[config.mk]
export PLATFORM = sky130hd
export DESIGN_NAME = pipelined_addsub_flat
export DESIGN_NICKNAME = d
export VERILOG_FILES = /design/src/rtl/pipelined_addsub_if.sv /design/src/rtl/pipelined_addsub.sv /design/src/flat_wrapper.sv
export SDC_FILE = /design/constraint.sdc
export NUM_CORES = 1
export LEC_CHECK = 0
export CAP_MARGIN = 15
export CORE_ASPECT_RATIO = 0.7
export CORE_MARGIN = 5
export CORE_UTILIZATION = 45
export CTS_BUF_LIST = sky130_fd_sc_hd__clkbuf_8
export CTS_CLUSTER_DIAMETER = 30
export DETAILED_ROUTE_END_ITERATION = 8
export GPL_TIMING_DRIVEN = 1
export MAX_ROUTING_LAYER = met4
export PLACE_DENSITY = 0.7
export SKIP_CTS_REPAIR_TIMING = 1
export SLEW_MARGIN = 25
export SYNTH_ARGS = -nofsm -noshare
export SYNTH_HDL_FRONTEND = slang
export SYNTH_SLANG_ARGS = --single-unit
[constraint.sdc]
create_clock -name clk -period 3.05 [get_ports clk]
set_input_delay 0.4575 -clock clk [delete_from_list [all_inputs] [get_ports clk]]
set_output_delay 0.4575 -clock clk [all_outputs]
set_load 0.005 [all_outputs]
[src/rtl/pipelined_addsub_if.sv]
`default_nettype none
// +----------------------------------------------------------------------+
// | Module   : pipelined_addsub_if                                       |
// | Purpose  : Operand/result bus for pipelined_addsub. Carries the      |
// |            operand beat with its valid/ready handshake and the       |
// |            result beat with its flags and valid/ready handshake.     |
// | Ports    : master - drives operands and out_ready, observes results  |
// |            slave  - the arithmetic unit itself                       |
// | Revision : 1.0 - initial release                                     |
// +----------------------------------------------------------------------+
interface pipelined_addsub_if #(
  parameter int WIDTH = 32
);
  logic             in_valid;
  logic             in_ready;
  logic [WIDTH-1:0] in_a;
  logic [WIDTH-1:0] in_b;
  logic             in_ci;
  logic             in_sub;
  logic             out_valid;
  logic             out_ready;
  logic [WIDTH-1:0] out_sum;
  logic             out_co;
  logic             out_ovf;
  logic             out_zero;

  modport master (
    output in_valid, in_a, in_b, in_ci, in_sub, out_ready,
    input  in_ready, out_valid, out_sum, out_co, out_ovf, out_zero
  );

  modport slave (
    input  in_valid, in_a, in_b, in_ci, in_sub, out_ready,
    output in_ready, out_valid, out_sum, out_co, out_ovf, out_zero
  );
endinterface
`default_nettype wire

[src/rtl/pipelined_addsub.sv]
`default_nettype none
// +----------------------------------------------------------------------+
// | Module   : pipelined_addsub                                          |
// | Purpose  : WIDTH-bit add/subtract unit with the carry chain cut into |
// |            STAGES equal slices, one register stage per slice.        |
// |            Produces carry-out, signed-overflow and zero flags.       |
// | Ports    : clk   - rising-edge clock                                 |
// |            rst_n - asynchronous active-low reset                     |
// |            bus   - operand/result handshake bus (slave side)         |
// | Revision : 1.0 - initial release                                     |
// +----------------------------------------------------------------------+
module pipelined_addsub #(
  parameter int WIDTH  = 32,
  parameter int STAGES = 4
) (
  input  logic              clk,
  input  logic              rst_n,
  pipelined_addsub_if.slave bus
);

  localparam int SW = WIDTH / STAGES;

  // Per-stage pipeline registers. Stage k holds the operands (with B
  // already inverted for subtract), the partially built result whose
  // slices 0..k are final, and the carry out of slice k.
  logic [STAGES-1:0]            valid_q;
  logic [STAGES-1:0][WIDTH-1:0] a_q,   a_d;
  logic [STAGES-1:0][WIDTH-1:0] b_q,   b_d;
  logic [STAGES-1:0][WIDTH-1:0] sum_q, sum_d;
  logic [STAGES-1:0]            co_q;
  logic [STAGES-1:0]            cin_w;
  logic [STAGES-1:0][SW:0]      slice_w;
  logic                         ovf_q, ovf_d;
  logic                         zero_q, zero_d;

  logic             stall_w;
  logic [WIDTH-1:0] b_eff_w;
  logic             ci_eff_w;
  logic             unused_w;

  assign stall_w  = valid_q[STAGES-1] && !bus.out_ready;
  // Subtract is A + ~B + ~borrow_in, so a borrow-in of 0 becomes carry 1.
  assign b_eff_w  = bus.in_sub ? ~bus.in_b : bus.in_b;
  assign ci_eff_w = bus.in_ci ^ bus.in_sub;

  always_comb begin
    a_d   = '0;
    b_d   = '0;
    sum_d = '0;
    cin_w = '0;
    slice_w = '0;
    ovf_d = 1'b0;
    zero_d = 1'b0;

    a_d[0]   = bus.in_a;
    b_d[0]   = b_eff_w;
    cin_w[0] = ci_eff_w;
    for (int k = 1; k < STAGES; k++) begin
      a_d[k]   = a_q[k-1];
      b_d[k]   = b_q[k-1];
      sum_d[k] = sum_q[k-1];
      cin_w[k] = co_q[k-1];
    end

    // Each stage adds only its own slice; lower slices pass through.
    for (int k = 0; k < STAGES; k++) begin
      slice_w[k] = {1'b0, a_d[k][k*SW +: SW]}
                 + {1'b0, b_d[k][k*SW +: SW]}
                 + {{SW{1'b0}}, cin_w[k]};
      sum_d[k][k*SW +: SW] = slice_w[k][SW-1:0];
    end

    // Flags only need the last stage's view of the operands and result.
    ovf_d  = (a_d[STAGES-1][WIDTH-1] == b_d[STAGES-1][WIDTH-1]) &&
             (sum_d[STAGES-1][WIDTH-1] != a_d[STAGES-1][WIDTH-1]);
    zero_d = (sum_d[STAGES-1] == '0);
  end

  always_ff @(posedge clk or negedge rst_n) begin
    if (!rst_n) begin
      valid_q <= '0;
      a_q     <= '0;
      b_q     <= '0;
      sum_q   <= '0;
      co_q    <= '0;
      ovf_q   <= 1'b0;
      zero_q  <= 1'b0;
    end else if (!stall_w) begin
      valid_q[0] <= bus.in_valid;
      for (int k = 1; k < STAGES; k++) begin
        valid_q[k] <= valid_q[k-1];
      end
      a_q   <= a_d;
      b_q   <= b_d;
      sum_q <= sum_d;
      for (int k = 0; k < STAGES; k++) begin
        co_q[k] <= slice_w[k][SW];
      end
      ovf_q  <= ovf_d;
      zero_q <= zero_d;
    end
  end

  // The last stage's operand copies have no consumer; they are trimmed.
  assign unused_w = ^{a_q[STAGES-1], b_q[STAGES-1]};

  assign bus.in_ready  = !stall_w;
  assign bus.out_valid = valid_q[STAGES-1];
  assign bus.out_sum   = sum_q[STAGES-1];
  assign bus.out_co    = co_q[STAGES-1];
  assign bus.out_ovf   = ovf_q;
  assign bus.out_zero  = zero_q;

endmodule
`default_nettype wire

[src/flat_wrapper.sv]
// flat-port wrapper written by rule: the top's interface ports become plain ports
module pipelined_addsub_flat 
#(
  parameter int WIDTH  = 32,
  parameter int STAGES = 4
)
  (clk, rst_n, bus_in_valid, bus_in_a, bus_in_b, bus_in_ci, bus_in_sub, bus_out_ready, bus_in_ready, bus_out_valid, bus_out_sum, bus_out_co, bus_out_ovf, bus_out_zero);
  pipelined_addsub_if #(.WIDTH(WIDTH)) bus_i ();
  input  logic clk;
  input  logic rst_n;
  input wire logic [$bits(bus_i.in_valid)-1:0] bus_in_valid;
  input wire logic [$bits(bus_i.in_a)-1:0] bus_in_a;
  input wire logic [$bits(bus_i.in_b)-1:0] bus_in_b;
  input wire logic [$bits(bus_i.in_ci)-1:0] bus_in_ci;
  input wire logic [$bits(bus_i.in_sub)-1:0] bus_in_sub;
  input wire logic [$bits(bus_i.out_ready)-1:0] bus_out_ready;
  output wire logic [$bits(bus_i.in_ready)-1:0] bus_in_ready;
  output wire logic [$bits(bus_i.out_valid)-1:0] bus_out_valid;
  output wire logic [$bits(bus_i.out_sum)-1:0] bus_out_sum;
  output wire logic [$bits(bus_i.out_co)-1:0] bus_out_co;
  output wire logic [$bits(bus_i.out_ovf)-1:0] bus_out_ovf;
  output wire logic [$bits(bus_i.out_zero)-1:0] bus_out_zero;
  assign bus_i.in_valid = bus_in_valid;
  assign bus_i.in_a = bus_in_a;
  assign bus_i.in_b = bus_in_b;
  assign bus_i.in_ci = bus_in_ci;
  assign bus_i.in_sub = bus_in_sub;
  assign bus_i.out_ready = bus_out_ready;
  assign bus_in_ready = bus_i.in_ready;
  assign bus_out_valid = bus_i.out_valid;
  assign bus_out_sum = bus_i.out_sum;
  assign bus_out_co = bus_i.out_co;
  assign bus_out_ovf = bus_i.out_ovf;
  assign bus_out_zero = bus_i.out_zero;
  pipelined_addsub #(.WIDTH(WIDTH), .STAGES(STAGES)) u_core (.clk(clk), .rst_n(rst_n), .bus(bus_i));
endmodule
==> impl_metrics.toml <==
[synth]
ys_types = 39
yosys.area.top_type = "dfrtp_1"
async_flop_share_pct = 100.0
syn-instance-count = 931
yosysTopAreaCellShare_pct = 55.32
synth-seq-cells = 186
synth_edf_count = 0
yosysSeqAreaShare_pct = 55.32
yosysMostFrequentCell = "nand2_1"
synthesis.area_um2 = 8413
synth_flop_cell = "dfrtp_1"
synth_commonest_cells = "nand2_1 (433), dfrtp_1 (186), xnor2_1 (36)"
syn_area_per_cell_um2 = 9.037
synthesis.nets = 1037
synth_area_leaders = "dfrtp_1 (55%), nand2_1 (19%), ha_1 (4.2%)"
yosys_warnings = 0

[setup_path]
cp.arrival_ns = 2.99
path_cells = "fa_1 -> fa_1 -> nor4_1 -> nand4_1 -> nor3_1 -> nand3_1 -> nor3_1 -> a22o_1"
startpoint_type = "register"
critPathSlowestCell = "fa_1"
crit_buf_inv = 0
critical_path_class = "register to register"
max_stage_delay_ns = 0.48
critPathMaxFanout = 2
cp-end-kind = "register"
worstPathRequired_ns = 3.45
cp_top_family = "simple AND/OR/NAND/NOR gates"
ff2ff_setup_slack_ns = 0.46

[drt]
vias = 6096
dr.pass1.iters = 5
drt_iter0_drc = 548
postRouteAntennaNets = 0
drc = 0
avgRoutedWirePerCell_um = 13.87
drt_wl_total_um = 17580
viasPerCell = 4.808

[final_layout]
drive_gt1_share_pct = 4.360
syn_to_final_growth_pct = 20.42
fin_cells = 1268
diodes = 0
fin_nets = 1125

[timing]
finalMaxSlewViolations = 0
whs_ns = 0.03175
setup_viol = 0
rsz0062_at_grt = "no"
setup_slack_ns = 0.4598
fin_crit_ns = 2.590
worst_pin_slew_ns = 0.7511
clock_skew_ns = 0.01271
relSlewSlack_pct = 49.92
fin_tns_setup_ns = 0
min_period_over_period_pct = 84.92
hold_viol = 0
clock.fmax_ghz = 0.3861

[power_and_ir_drop]
total_power_mw = 9.941
p_leak_nw = 4.948
peakVddDrop_mv = 0.3887
power_density_nw_per_um2 = 981.2

[clock_tree]
clk_latency_ns = 0.46
clkSinkCount = 186
cts-root-buf = "clkbuf_8"
h-tree-depth = 4
clkTransAtPathRegs_ns = 0.10
cts_buffer_depth = 2
cts_tree = "yes"
numCtsBuffers = 17

[die]
dieArea_um2 = 21570
start_util_pct = 46.20
row_count = 41
fp.dieW_um = 173.4
die_y_um = 124.4
ios = 107
core_um2 = 18210

[grt]
grt_pass1_wl_um = 29930
gr-total-overflow = 0
grt_pass1_vias = 5926
grt_usage_pct = 17.45
antenna_found_initial = 0
grt_max_degree = 116

[place]
dp_cells = 1236
dp_hpwl_um = 12190
post-place-ws_ns = 0.06771
numPortBuffers = 106
gp_congestion = 0.8383

[hold_path]
hp-class = "input port to asynchronous set/reset pin"

[job]
maxCapViolCount = 0

[outcome]
status = "finished, final reports clean"
## layer usage
layer	vias to the layer above	global-route usage, %	wire length [um]
met1	2838	25.66	9215
met5	-	-	0
li1	3140	-	-
met3	17	4.308	784
met2	101	24.10	7378
met4	0	4.784	202
## registers in the layout (all words and copies together) (netlist names)
signal	count
u_core.bus.out_zero	1
u_core.valid_q	4
u_core.bus.out_sum	32
u_core.a_d	48
u_core.co_q	4
u_core.bus.out_ovf	1
u_core.b_d	48
u_core.sum_d	48
## through the flow
step / area (um2) / utilization (%)
2_1_floorplan: 8413 / -
3_3_place_gp: 9693 / 53.23
3_5_place_dp: 9693 / 53.23
4_1_cts: 10130 / 55.63
5_1_grt: 10130 / 55.63
6_report: 10130 / 55.63
## final cells by class
class	count	area, um2
Fill cell	1651	8080
Sequential cell	186	4654
Multi-Input combinational cell	682	3495
Timing Repair Buffer	113	1175
Tap cell	236	295.3
Clock buffer	19	261.5
Clock inverter	13	176.4
Inverter	19	73.82
## worst paths after layout
path                                   startpoint                      to  cells past startpoint
setup / recovery                   u_core.co_q[2]     u_core.bus.out_zero                      8
hold / removal                              rst_n        u_core.sum_d[33]                      1
hold reg to reg            u_core.bus.out_sum[21]  u_core.bus.out_sum[21]                      2
min in group clk           u_core.bus.out_sum[21]  u_core.bus.out_sum[21]                      2
setup reg to reg                   u_core.co_q[2]     u_core.bus.out_zero                      8
max in group asynchronous                   rst_n          u_core.b_d[87]                      2
## power breakdown
group | total [mW] | internal, mW | switching [mW]
sequential | 4.26 | 3.56 | 0.698
clock | 1.80 | 0.880 | 0.917
combinational | 3.89 | 1.80 | 2.09
## layout by cell type, fill, tap and decap left out, types with 4 or more instances in the layout
master / synthesis / routed
nand2_1: 433 / 433
dfrtp_1: 186 / 186
clkdlybuf4s50_1: 0 / 104
xnor2_1: 36 / 36
o21ai_0: 33 / 33
nor2_1: 30 / 30
ha_1: 28 / 28
clkbuf_8: 0 / 20
inv_1: 18 / 18
a21oi_1: 16 / 16
xor2_1: 13 / 13
nor3_1: 13 / 13
o21ai_1: 12 / 12
o31ai_1: 9 / 9
fa_1: 8 / 8
inv_6: 0 / 7
o21a_1: 6 / 6
nor4_1: 6 / 6
o21bai_1: 5 / 5
buf_12: 0 / 5
a21o_1: 4 / 4
nand3_1: 4 / 4
## cells by family (layout without fill, tap and decap cells)
| logic type | Yosys count | count (layout) | share of synthesized area (%) |
|---|---|---|---|
| flops | 186 | 186 | 55.32 |
| xor+xnor | 49 | 49 | 5.101 |
| compound gates | 100 | 100 | 7.258 |
| simple gates | 497 | 497 | 23.02 |
| buf+inv | 63 | 164 | 3.227 |
| fa+ha+maj | 36 | 36 | 6.068 |
Power figures use the tool's default switching activity.
